## config.mk

```make
export PLATFORM = sky130hd
export DESIGN_NAME = iterative_alu_flat
export DESIGN_NICKNAME = d
export VERILOG_FILES = /design/src/rtl/iterative_alu_if.sv /design/src/rtl/iterative_alu.sv /design/src/flat_wrapper.sv
export SDC_FILE = /design/constraint.sdc
export NUM_CORES = 1
export LEC_CHECK = 0
export BUFFER_PORTS_ARGS = -buffer_cell sky130_fd_sc_hd__clkbuf_2
export CORE_UTILIZATION = 60
export CTS_BUF_LIST = sky130_fd_sc_hd__clkbuf_4 sky130_fd_sc_hd__clkbuf_8 sky130_fd_sc_hd__clkbuf_16
export DETAILED_ROUTE_END_ITERATION = 10
export PLACE_DENSITY = 0.79
export SETUP_SLACK_MARGIN = 0.3
export SYNTH_ARGS = -nofsm -noshare
export SYNTH_HDL_FRONTEND = slang
export SYNTH_SLANG_ARGS = --single-unit
export TNS_END_PERCENT = 1
```

## constraint.sdc

```tcl
create_clock -name clk -period 8 [get_ports clk]
set_input_delay 2.4 -clock clk [delete_from_list [all_inputs] [get_ports clk]]
set_output_delay 2.4 -clock clk [all_outputs]
set_load 0.02 [all_outputs]
```

## src/rtl/iterative_alu_if.sv

```systemverilog
// rtl/iterative_alu_if.sv - request/response bundle between the datapath controller and iterative_alu
// The controller drives start/op/operands; the ALU returns busy/done and the registered results.
interface iterative_alu_if #(
  parameter int XLEN = 32
);
  logic            start;
  logic [4:0]      alu_op;
  logic [XLEN-1:0] alu_in_1;
  logic [XLEN-1:0] alu_in_2;
  logic            busy;
  logic            done;
  logic [XLEN-1:0] alu_result;
  logic            alu_bcond;
  logic            alu_illegal;

  modport master (
    output start, alu_op, alu_in_1, alu_in_2,
    input  busy, done, alu_result, alu_bcond, alu_illegal
  );

  modport slave (
    input  start, alu_op, alu_in_1, alu_in_2,
    output busy, done, alu_result, alu_bcond, alu_illegal
  );
endinterface

```

## src/rtl/iterative_alu.sv

```systemverilog
// rtl/iterative_alu.sv - execute-stage ALU with single-cycle logic/arith/compare and bit-serial shifts
// Results are registered and announced with a one-cycle done pulse; busy covers the shift cycles.
module iterative_alu #(
  parameter int XLEN = 32
) (
  input  logic           clk,
  input  logic           reset,
  iterative_alu_if.slave alu
);
  localparam int SHW = $clog2(XLEN);

  localparam logic [4:0] INS_ADD   = 5'd0;
  localparam logic [4:0] INS_ADDI  = 5'd1;
  localparam logic [4:0] INS_SUB   = 5'd2;
  localparam logic [4:0] INS_AND   = 5'd3;
  localparam logic [4:0] INS_ANDI  = 5'd4;
  localparam logic [4:0] INS_OR    = 5'd5;
  localparam logic [4:0] INS_ORI   = 5'd6;
  localparam logic [4:0] INS_XOR   = 5'd7;
  localparam logic [4:0] INS_XORI  = 5'd8;
  localparam logic [4:0] INS_SLL   = 5'd9;
  localparam logic [4:0] INS_SLLI  = 5'd10;
  localparam logic [4:0] INS_SRL   = 5'd11;
  localparam logic [4:0] INS_SRLI  = 5'd12;
  localparam logic [4:0] INS_LW    = 5'd13;
  localparam logic [4:0] INS_SW    = 5'd14;
  localparam logic [4:0] INS_JAL   = 5'd15;
  localparam logic [4:0] INS_JALR  = 5'd16;
  localparam logic [4:0] INS_BEQ   = 5'd17;
  localparam logic [4:0] INS_BNE   = 5'd18;
  localparam logic [4:0] INS_BLT   = 5'd19;
  localparam logic [4:0] INS_BGE   = 5'd20;
  localparam logic [4:0] INS_ECALL = 5'd21;

  typedef enum logic {
    S_IDLE,
    S_SHIFT
  } state_e;

  state_e          state_q, state_d;
  logic [XLEN-1:0] acc_q, acc_d;
  logic [XLEN-1:0] result_q, result_d;
  logic [SHW-1:0]  cnt_q, cnt_d;
  logic            right_q, right_d;
  logic            bcond_q, bcond_d;
  logic            illegal_q, illegal_d;
  logic            done_q, done_d;

  logic [XLEN-1:0] diff;
  logic [XLEN-1:0] sc_result;
  logic [XLEN-1:0] acc_shift;
  logic [SHW-1:0]  amt;
  logic            sc_bcond;
  logic            sc_illegal;
  logic            is_shift;
  logic            is_right;

  // Operation decode for the accept edge; shifts report in_1 so k=0 falls out as a single-cycle op.
  always_comb begin
    diff       = alu.alu_in_1 - alu.alu_in_2;
    amt        = alu.alu_in_2[SHW-1:0];
    sc_result  = '0;
    sc_bcond   = 1'b0;
    sc_illegal = 1'b0;
    is_shift   = 1'b0;
    is_right   = 1'b0;
    case (alu.alu_op)
      INS_ADD, INS_ADDI, INS_LW, INS_SW, INS_JAL, INS_JALR:
        sc_result = alu.alu_in_1 + alu.alu_in_2;
      INS_SUB:            sc_result = diff;
      INS_AND, INS_ANDI:  sc_result = alu.alu_in_1 & alu.alu_in_2;
      INS_OR, INS_ORI:    sc_result = alu.alu_in_1 | alu.alu_in_2;
      INS_XOR, INS_XORI:  sc_result = alu.alu_in_1 ^ alu.alu_in_2;
      INS_BEQ: begin
        sc_result = diff;
        sc_bcond  = (diff == '0);
      end
      INS_BNE: begin
        sc_result = diff;
        sc_bcond  = (diff != '0);
      end
      INS_BLT: begin
        sc_result = diff;
        sc_bcond  = ($signed(alu.alu_in_1) < $signed(alu.alu_in_2));
      end
      INS_BGE: begin
        sc_result = diff;
        sc_bcond  = ($signed(alu.alu_in_1) >= $signed(alu.alu_in_2));
      end
      INS_ECALL:          sc_result = '0;
      INS_SLL, INS_SLLI: begin
        sc_result = alu.alu_in_1;
        is_shift  = 1'b1;
      end
      INS_SRL, INS_SRLI: begin
        sc_result = alu.alu_in_1;
        is_shift  = 1'b1;
        is_right  = 1'b1;
      end
      default:            sc_illegal = 1'b1;
    endcase
  end

  assign acc_shift = right_q ? (acc_q >> 1) : (acc_q << 1);

  always_comb begin
    state_d   = state_q;
    acc_d     = acc_q;
    cnt_d     = cnt_q;
    right_d   = right_q;
    result_d  = result_q;
    bcond_d   = bcond_q;
    illegal_d = illegal_q;
    done_d    = 1'b0;
    case (state_q)
      S_IDLE: begin
        if (alu.start) begin
          bcond_d   = sc_bcond;
          illegal_d = sc_illegal;
          if (is_shift && (amt != '0)) begin
            acc_d   = alu.alu_in_1;
            cnt_d   = amt;
            right_d = is_right;
            state_d = S_SHIFT;
          end else begin
            result_d = sc_result;
            done_d   = 1'b1;
          end
        end
      end
      S_SHIFT: begin
        acc_d = acc_shift;
        cnt_d = cnt_q - SHW'(1);
        if (cnt_q == SHW'(1)) begin
          result_d = acc_shift;
          done_d   = 1'b1;
          state_d  = S_IDLE;
        end
      end
      default: state_d = S_IDLE;
    endcase
  end

  always_ff @(posedge clk or posedge reset) begin
    if (reset) begin
      state_q   <= S_IDLE;
      acc_q     <= '0;
      cnt_q     <= '0;
      right_q   <= 1'b0;
      result_q  <= '0;
      bcond_q   <= 1'b0;
      illegal_q <= 1'b0;
      done_q    <= 1'b0;
    end else begin
      state_q   <= state_d;
      acc_q     <= acc_d;
      cnt_q     <= cnt_d;
      right_q   <= right_d;
      result_q  <= result_d;
      bcond_q   <= bcond_d;
      illegal_q <= illegal_d;
      done_q    <= done_d;
    end
  end

  assign alu.busy        = (state_q == S_SHIFT);
  assign alu.done        = done_q;
  assign alu.alu_result  = result_q;
  assign alu.alu_bcond   = bcond_q;
  assign alu.alu_illegal = illegal_q;
endmodule

```

## src/flat_wrapper.sv

```systemverilog
// flat-port wrapper written by rule: the top's interface ports become plain ports
module iterative_alu_flat 
#(
  parameter int XLEN = 32
)
  (clk, reset, alu_start, alu_alu_op, alu_alu_in_1, alu_alu_in_2, alu_busy, alu_done, alu_alu_result, alu_alu_bcond, alu_alu_illegal);
  iterative_alu_if #(.XLEN(XLEN)) alu_i ();
  input  logic clk;
  input  logic reset;
  input wire logic [$bits(alu_i.start)-1:0] alu_start;
  input wire logic [$bits(alu_i.alu_op)-1:0] alu_alu_op;
  input wire logic [$bits(alu_i.alu_in_1)-1:0] alu_alu_in_1;
  input wire logic [$bits(alu_i.alu_in_2)-1:0] alu_alu_in_2;
  output wire logic [$bits(alu_i.busy)-1:0] alu_busy;
  output wire logic [$bits(alu_i.done)-1:0] alu_done;
  output wire logic [$bits(alu_i.alu_result)-1:0] alu_alu_result;
  output wire logic [$bits(alu_i.alu_bcond)-1:0] alu_alu_bcond;
  output wire logic [$bits(alu_i.alu_illegal)-1:0] alu_alu_illegal;
  assign alu_i.start = alu_start;
  assign alu_i.alu_op = alu_alu_op;
  assign alu_i.alu_in_1 = alu_alu_in_1;
  assign alu_i.alu_in_2 = alu_alu_in_2;
  assign alu_busy = alu_i.busy;
  assign alu_done = alu_i.done;
  assign alu_alu_result = alu_i.alu_result;
  assign alu_alu_bcond = alu_i.alu_bcond;
  assign alu_alu_illegal = alu_i.alu_illegal;
  iterative_alu #(.XLEN(XLEN)) u_core (.clk(clk), .reset(reset), .alu(alu_i));
endmodule
```

==> Word-level counts from Yosys, hierarchy flattened <==
Index checks and enable logic that the tools add are counted.
{ "word_totals": {"reg_bits": 74, "latch_bits": 0, "mem_bits_rw": 0, "romBits": 0, "input_bits": 72, "output_inout_bits": 36, "word_cells": 84, "mem_count": 0} }
{ "op_classes": {"addsub": 3, "n_mul": 0, "div_mod_pow": 0, "magnitude_cmp": 2, "eq_ne": 26, "shifts": 0, "n_mux": 24, "bitwise": 4, "n_reduce_logical": 17} }
{ "op_table": {"columns": ["operator", "n"], "rows": [
  ["2-to-1 mux 32 bit", 6],
  ["one-hot mux 32 bit (6 select lines)", 1],
  ["one-hot mux 32 bit (2 select lines)", 2],
  ["== test 5 x 4 -> 1 bit (second input constant)", 8],
  ["adder 32 bit", 1],
  ["bitwise AND 32 bit", 1],
  [">= comparator 32 bit", 1],
  ["logical NOT 32 bit", 1],
  ["less-than comparator 32 bit", 1],
  ["bitwise OR 32 bit", 1],
  ["nonzero test 32 bit", 1],
  ["subtractor 32 bit", 1],
  ["bitwise XOR 32 bit", 1],
  ["== test 5 bit (second input constant)", 6],
  ["OR reduction 22 bit", 1],
  ["== test 5 x 3 -> 1 bit (second input constant)", 4],
  ["== test 5 x 1 -> 1 bit (second input constant)", 2],
  ["== test 5 x 2 -> 1 bit (second input constant)", 2],
  ["2-to-1 mux 5 bit", 2],
  ["one-hot mux 5 bit (2 select lines)", 1],
  ["2-to-1 mux 1 bit", 9],
  ["OR reduction 2 bit", 4],
  ["!= test 2 bit (second input constant)", 3],
  ["AND reduction 3 bit", 2],
  ["other kinds (12)", 14]
]} }

==> Depth between registers and ports, before layout <==
{ "logic_depth": {"depth_word": 7, "mapped_depth": 14} }

==> Worst setup path after synthesis <==
No wires, ideal clock.
{ "synth_timing": {"kind": "input to register", "start": "in alu_alu_in_2[0]", "end": "reg u_core.result_q[30] (netlist: u_core.alu.alu_result[30])", "setup_time_ns": 0.147, "arrival_ns": 5.150, "t_required_ns": 7.853, "setup_slack_ns": 2.703, "path_stages": 13, "n_path_buf": 0, "path_cell_list": "ha_1 > fa_1 > a21o_1 > a21oi_2 > o21ai_1 > o21a_1 > a221o_1 > a211o_1 > a31o_4 > a221oi_2 > nor4b_1 > a211oi_1 > a311oi_1"} }
{ "synth_via": {"elab_chain_len": 5, "word_cells_on_any_way": 10, "classes_between": "add/sub (2); eq/ne (1); mux (4); reduce/logical (3)"} }
{ "synth_rtl": {"columns": ["element", "line", "rtl"], "rows": [
  ["from (decl)", "flat_wrapper.sv:13", "input wire logic [$bits(alu_i.alu_in_2)-1:0] alu_alu_in_2;"],
  ["subtractor 32 bit or adder 32 bit (tied branches)", "iterative_alu.sv:60, iterative_alu.sv:69", null],
  ["one-hot mux 32 bit (6 select lines)", "iterative_alu.sv:67", "case (alu.alu_op)"],
  ["2-to-1 mux 32 bit", "iterative_alu.sv:120", "if (is_shift && (amt != '0)) begin"],
  ["2-to-1 mux 32 bit", "iterative_alu.sv:117", "if (alu.start) begin"],
  ["one-hot mux 32 bit (2 select lines)", "iterative_alu.sv:115", "case (state_q)"],
  ["to (signal assigned)", "iterative_alu.sv:159", "result_q <= result_d;"],
  ["to (decl)", "iterative_alu.sv:42", "logic [XLEN-1:0] result_q, result_d;"]
]} }
Parallel ways exist; a longest one is shown, timed or not. The select of a mux whose other input is x is not followed.
A chain may end at the register's enable or synchronous reset.

==> Final worst setup path <==
{ "layout_timing": {"start": "in alu_alu_in_1[0]", "end": "reg u_core.bcond_q (netlist: u_core.alu.alu_bcond)"} }
{ "layout_via": {"elab_chain_len": 3, "word_cells_on_any_way": 6, "classes_between": "add/sub (1); order compare (2); mux (1); reduce/logical (2)"} }
{ "layout_rtl": {"columns": ["element", "line", "rtl"], "rows": [
  ["from (decl)", "flat_wrapper.sv:12", "input wire logic [$bits(alu_i.alu_in_1)-1:0] alu_alu_in_1;"],
  ["subtractor 32 bit", "iterative_alu.sv:60", "diff = alu.alu_in_1 - alu.alu_in_2;"],
  ["nonzero test 32 bit or logical NOT 32 bit (tied branches)", "iterative_alu.sv:80, iterative_alu.sv:76", null],
  ["one-hot mux 1 bit (4 select lines) (*)", "iterative_alu.sv:67", null],
  ["to (signal assigned)", "iterative_alu.sv:160", "bcond_q <= bcond_d;"],
  ["to (decl)", "iterative_alu.sv:45", "logic bcond_q, bcond_d;"]
]} }
Every way passes the cells marked *; elsewhere a longest branch is shown, timed or not.

==> out/results.txt <==
TritonCTS created 9 clock buffers. At the pin with the least slew margin, the transition time is 1150 ps. Measured along the y axis, the die boundary spans 126 um. The end-of-flow core utilization is 0.670, and the clock-pin slew of the registers on the worst-case setup and hold paths is 60 ps. The area added between synthesis and finish came out at 9.48%. VDD sags by at most 0.201 mV.

TritonCTS built the clock tree. The switching share of total power works out to 0.468. The worst hold path passes through 2 cells.

The tools report the number of top-level pins as 108. OpenSTA, run right after detailed placement, puts the worst setup slack at 1910 ps. For the final worst hold slack, the log shows 478 ps.

In this run, synthesis inferred 0 flip-flops with an integrated enable. The tools report the sequential share of power as 0.285. Setup repair after global routing left no endpoint under its margin.

When the netlist entered floorplanning its net count stood at 1423. Static timing analysis puts the maximum clock frequency at 168 MHz. The worst setup path is launched from a primary input. The classification of the worst-slack hold path was reg -> reg.

Using the TritonRoute via totals, the vias-per-cell ratio works out to 6.97. The analysis attributes to net switching a power of 1.08 mW. The residual DRC count was 0. The CTS root buffer was sky130_fd_sc_hd__clkbuf_16.

For this run, the post-layout net count is 1474. For the maximum buffer depth of the clock tree, the log shows 2. The synthesized area per cell came out at 7.41 sq um.

The horizontal die dimension works out to 126 um. The number of register bits inferred by synthesis is 74, and the pin count of the biggest net entering global routing is 75. After detailed routing, the average wire length per cell comes to 22.0 um.

The count of cell types in the netlist came out at 78. The run gives 8 as the length of the first detailed-routing pass in iterations. Leaving out fill and tap cells, the most frequent cells in the layout are sky130_fd_sc_hd__nor2_1 (131), sky130_fd_sc_hd__a21oi_1 (122), sky130_fd_sc_hd__clkbuf_2 (107). The fraction of the yosys area taken by sequential cells came out at 0.200. The top flip-flop cell by instance count after synthesis is sky130_fd_sc_hd__dfrtp_1. The clock sink count is 74.

For the post-synthesis cell count, the log shows 1251. Number of buffer cells added on primary ports: 107. The critical path data arrival time is 6170 ps, and the final wirelength is 32900 um.

Post-CTS setup-driven buffer insertion count: 0. The routed layout has 10419 vias. Counting cells, the worst reg-to-reg path comes to 8. The share of final-layout standard cells stronger than drive strength 1 came out at 0.148. For this block, wires on met1 add up to 13800 um.

The count of antenna-violating nets left after detailed routing was 0. The post-cts sizing count is 0. Setup violations remaining at the end of the flow were counted as 0. After floorplanning, the core was sized to cover 0.0151 sq mm. The effective utilization at floorplan was 0.612; the cell leakage power was 4.61 nW. Critical path class: in -> reg. The logs give 50200 um for the wire length of the first global-routing pass and 0 for the count of final hold-check violations. For this run, the number of Yosys warnings is 0. The highest signal layer in the routed design is met5. After the first detailed-routing iteration, the DRC count stood at 1304. Wire segments on met2 add up to 13900 um in the final route. The die covers 0.0159 sq mm. The number of global-route vias before repair is 8999, and the cts-stage hold buffer count is 0. The flow ran to the end, and the final reports show no timing, DRC or antenna violations. The run gives 0 as the number of antenna repair diodes. The cell area after synthesis came out at 0.00927 sq mm.

Global routing finished with a remaining overflow of 0. The fraction of power consumed by combinational cells is 0.538. The final max-slew violation count came out at 0. The clock tree synthesis step divided the H-tree into 3 levels. Dividing total power by cell area gives a power density of 227 mW/mm^2. Across the run, the number of max-cap violations was 0.

The share of synthesized registers carrying an async set or reset is 1.00. The worst-skew pair later-pin latency is 330 ps, and the maximum fanout along the worst path is 7. The worst path needs 5960 ps of the cycle, external delays included. The overall global routing resource usage was 0.404; the worst clock skew was 8.57 ps. Number of inserted filler cells in the final layout: 1402. The count of standard-cell rows was 45; the total met3 wirelength after detailed routing was 4250 um. The required arrival time at the worst endpoint came out at 8210 ps.

The library cell used most frequently in the layout, excluding fill and tap cells, is sky130_fd_sc_hd__nor2_1. The tools report the kind of end point of the critical path as a flop. Design internal power: 1.23 mW. Summed over all nets, the half-perimeter wirelength after detailed placement is 24500 um. The tools report the clock network power share as 0.178. The final worst slack is 2040 ps, and the initial antenna violation count is 1. The final clock period utilization by the worst path is 0.745. The tools report the headroom to the max-slew limit as 0.230.

Setup total negative slack on the finished layout was measured at 0 ps. At the end of routability-driven placement, the weighted congestion stood at 1.00.
critical path, stage by stage:
cell                        delay (ps)
sky130_fd_sc_hd__clkbuf_2          110
sky130_fd_sc_hd__inv_1              80
sky130_fd_sc_hd__ha_1              220
sky130_fd_sc_hd__fa_1              420
sky130_fd_sc_hd__o21bai_1          270
sky130_fd_sc_hd__a211oi_1          120
sky130_fd_sc_hd__o21bai_1          500
sky130_fd_sc_hd__a31oi_1           320
sky130_fd_sc_hd__o21a_1            210
sky130_fd_sc_hd__a2111oi_0         510
sky130_fd_sc_hd__nand4_1           160
sky130_fd_sc_hd__nor4_1            430
sky130_fd_sc_hd__nand4_1           170
sky130_fd_sc_hd__mux2i_1           170
sky130_fd_sc_hd__nand2_1            70
Yosys cell counts, drive strengths merged, types with 6 or more instances:
library cell,number,area (sq um)
a211oi,12,95.1
clkbuf,73,274
nand2b,17,106
inv,99,372
nor3,21,110
o2111ai,6,52.6
a221oi,27,249
nor2,131,492
buf,8,42.5
o221ai,8,76.3
a21oi,124,624
o21ai,112,561
mux2,25,282
o22ai,11,68.8
nand2,89,334
nor4,16,100
o21bai,17,128
a22oi,16,120
nor2b,17,106
a221o,15,150
a21boi,6,45.0
nand4,12,75.1
nand3,23,115
xnor2,16,140
a21o,15,113
dfrtp,74,1850
a311oi,7,67.6
o21a,11,82.6
a31oi,23,144
and3,6,37.5
o211ai,18,140
ha,98,1230
mux2i,8,80.1
o31ai,12,90.1
layout make-up:
type | count | area [sq um] | share of cell area
Timing Repair Buffer | 121 | 641 | 0.0631
Sequential cell | 74 | 1850 | 0.183
Multi-Input combinational cell | 996 | 6740 | 0.665
Tap cell | 188 | 235 | 0.0232
Clock buffer | 10 | 233 | 0.0229
Clock inverter | 6 | 65.1 | 0.00641
Inverter | 100 | 375 | 0.0370
sequential cells by signal, summed over array words and instances, names as in the netlist:
name                    flops
u_core.acc_q               32
u_core.alu.alu_result      32
u_core.cnt_q                5
u_core.alu.alu_bcond        1
u_core.alu.alu_illegal      1
u_core.alu.busy             1
u_core.alu.done             1
u_core.right_q              1
worst paths after layout:
| path | start | endpoint | slack [ps] |
|---|---|---|---|
| min reg2reg | u_core.alu.alu_result[9]$_DFFE_PP0P_ | u_core.alu.alu_result[9]$_DFFE_PP0P_ | 480 |
| max in group asynchronous | reset | u_core.alu.busy$_DFF_PP0_ | 5000 |
| max | alu_alu_in_1[0] | u_core.alu.alu_bcond$_DFFE_PP0P_ | 2040 |
| min in group asynchronous | reset | u_core.acc_q[27]$_DFFE_PP0P_ | 2320 |
| min | u_core.alu.alu_result[9]$_DFFE_PP0P_ | u_core.alu.alu_result[9]$_DFFE_PP0P_ | 480 |
| max reg2reg | u_core.alu.busy$_DFF_PP0_ | u_core.alu.alu_result[24]$_DFFE_PP0P_ | 5030 |
routing by layer:
metal | up-vias | GRT usage
li1 | 4736 | -
met1 | 4892 | 0.578
met2 | 696 | 0.592
met3 | 93 | 0.0994
met4 | 2 | 0.128
met5 | - | 0
cell families after synthesis:
group           count (synthesis)  synth area share
compound gates                486             0.352
simple gates                  359             0.181
buf+inv                       181            0.0747
fa+ha+maj                     100             0.137
flops                          74             0.200
mux                            33            0.0390
xor+xnor                       18            0.0170
per-stage QoR:
| stage | power (mW) | cell area (sq um) | instances |
|---|---|---|---|
| after CTS | 2.27 | 10100 | 1495 |
| after global routing | 2.44 | 10100 | 1495 |
| after floorplan | 1.49 | 9270 | 1251 |
| final | 2.31 | 10100 | 1495 |
| after detailed placement | 1.86 | 9850 | 1479 |
| after global placement | 1.83 | 9850 | 1479 |
power groups by stage:
stage | sequential (mW) | clock, mW | combinational (mW)
3_3_place_gp | 0.650 | 0 | 1.18
2_1_floorplan | 0.725 | 0 | 0.766
6_report | 0.657 | 0.410 | 1.24
4_1_cts | 0.652 | 0.410 | 1.21
3_5_place_dp | 0.657 | 0 | 1.20
5_1_grt | 0.671 | 0.424 | 1.35
Note: power is estimated with default switching activity, not from simulation.
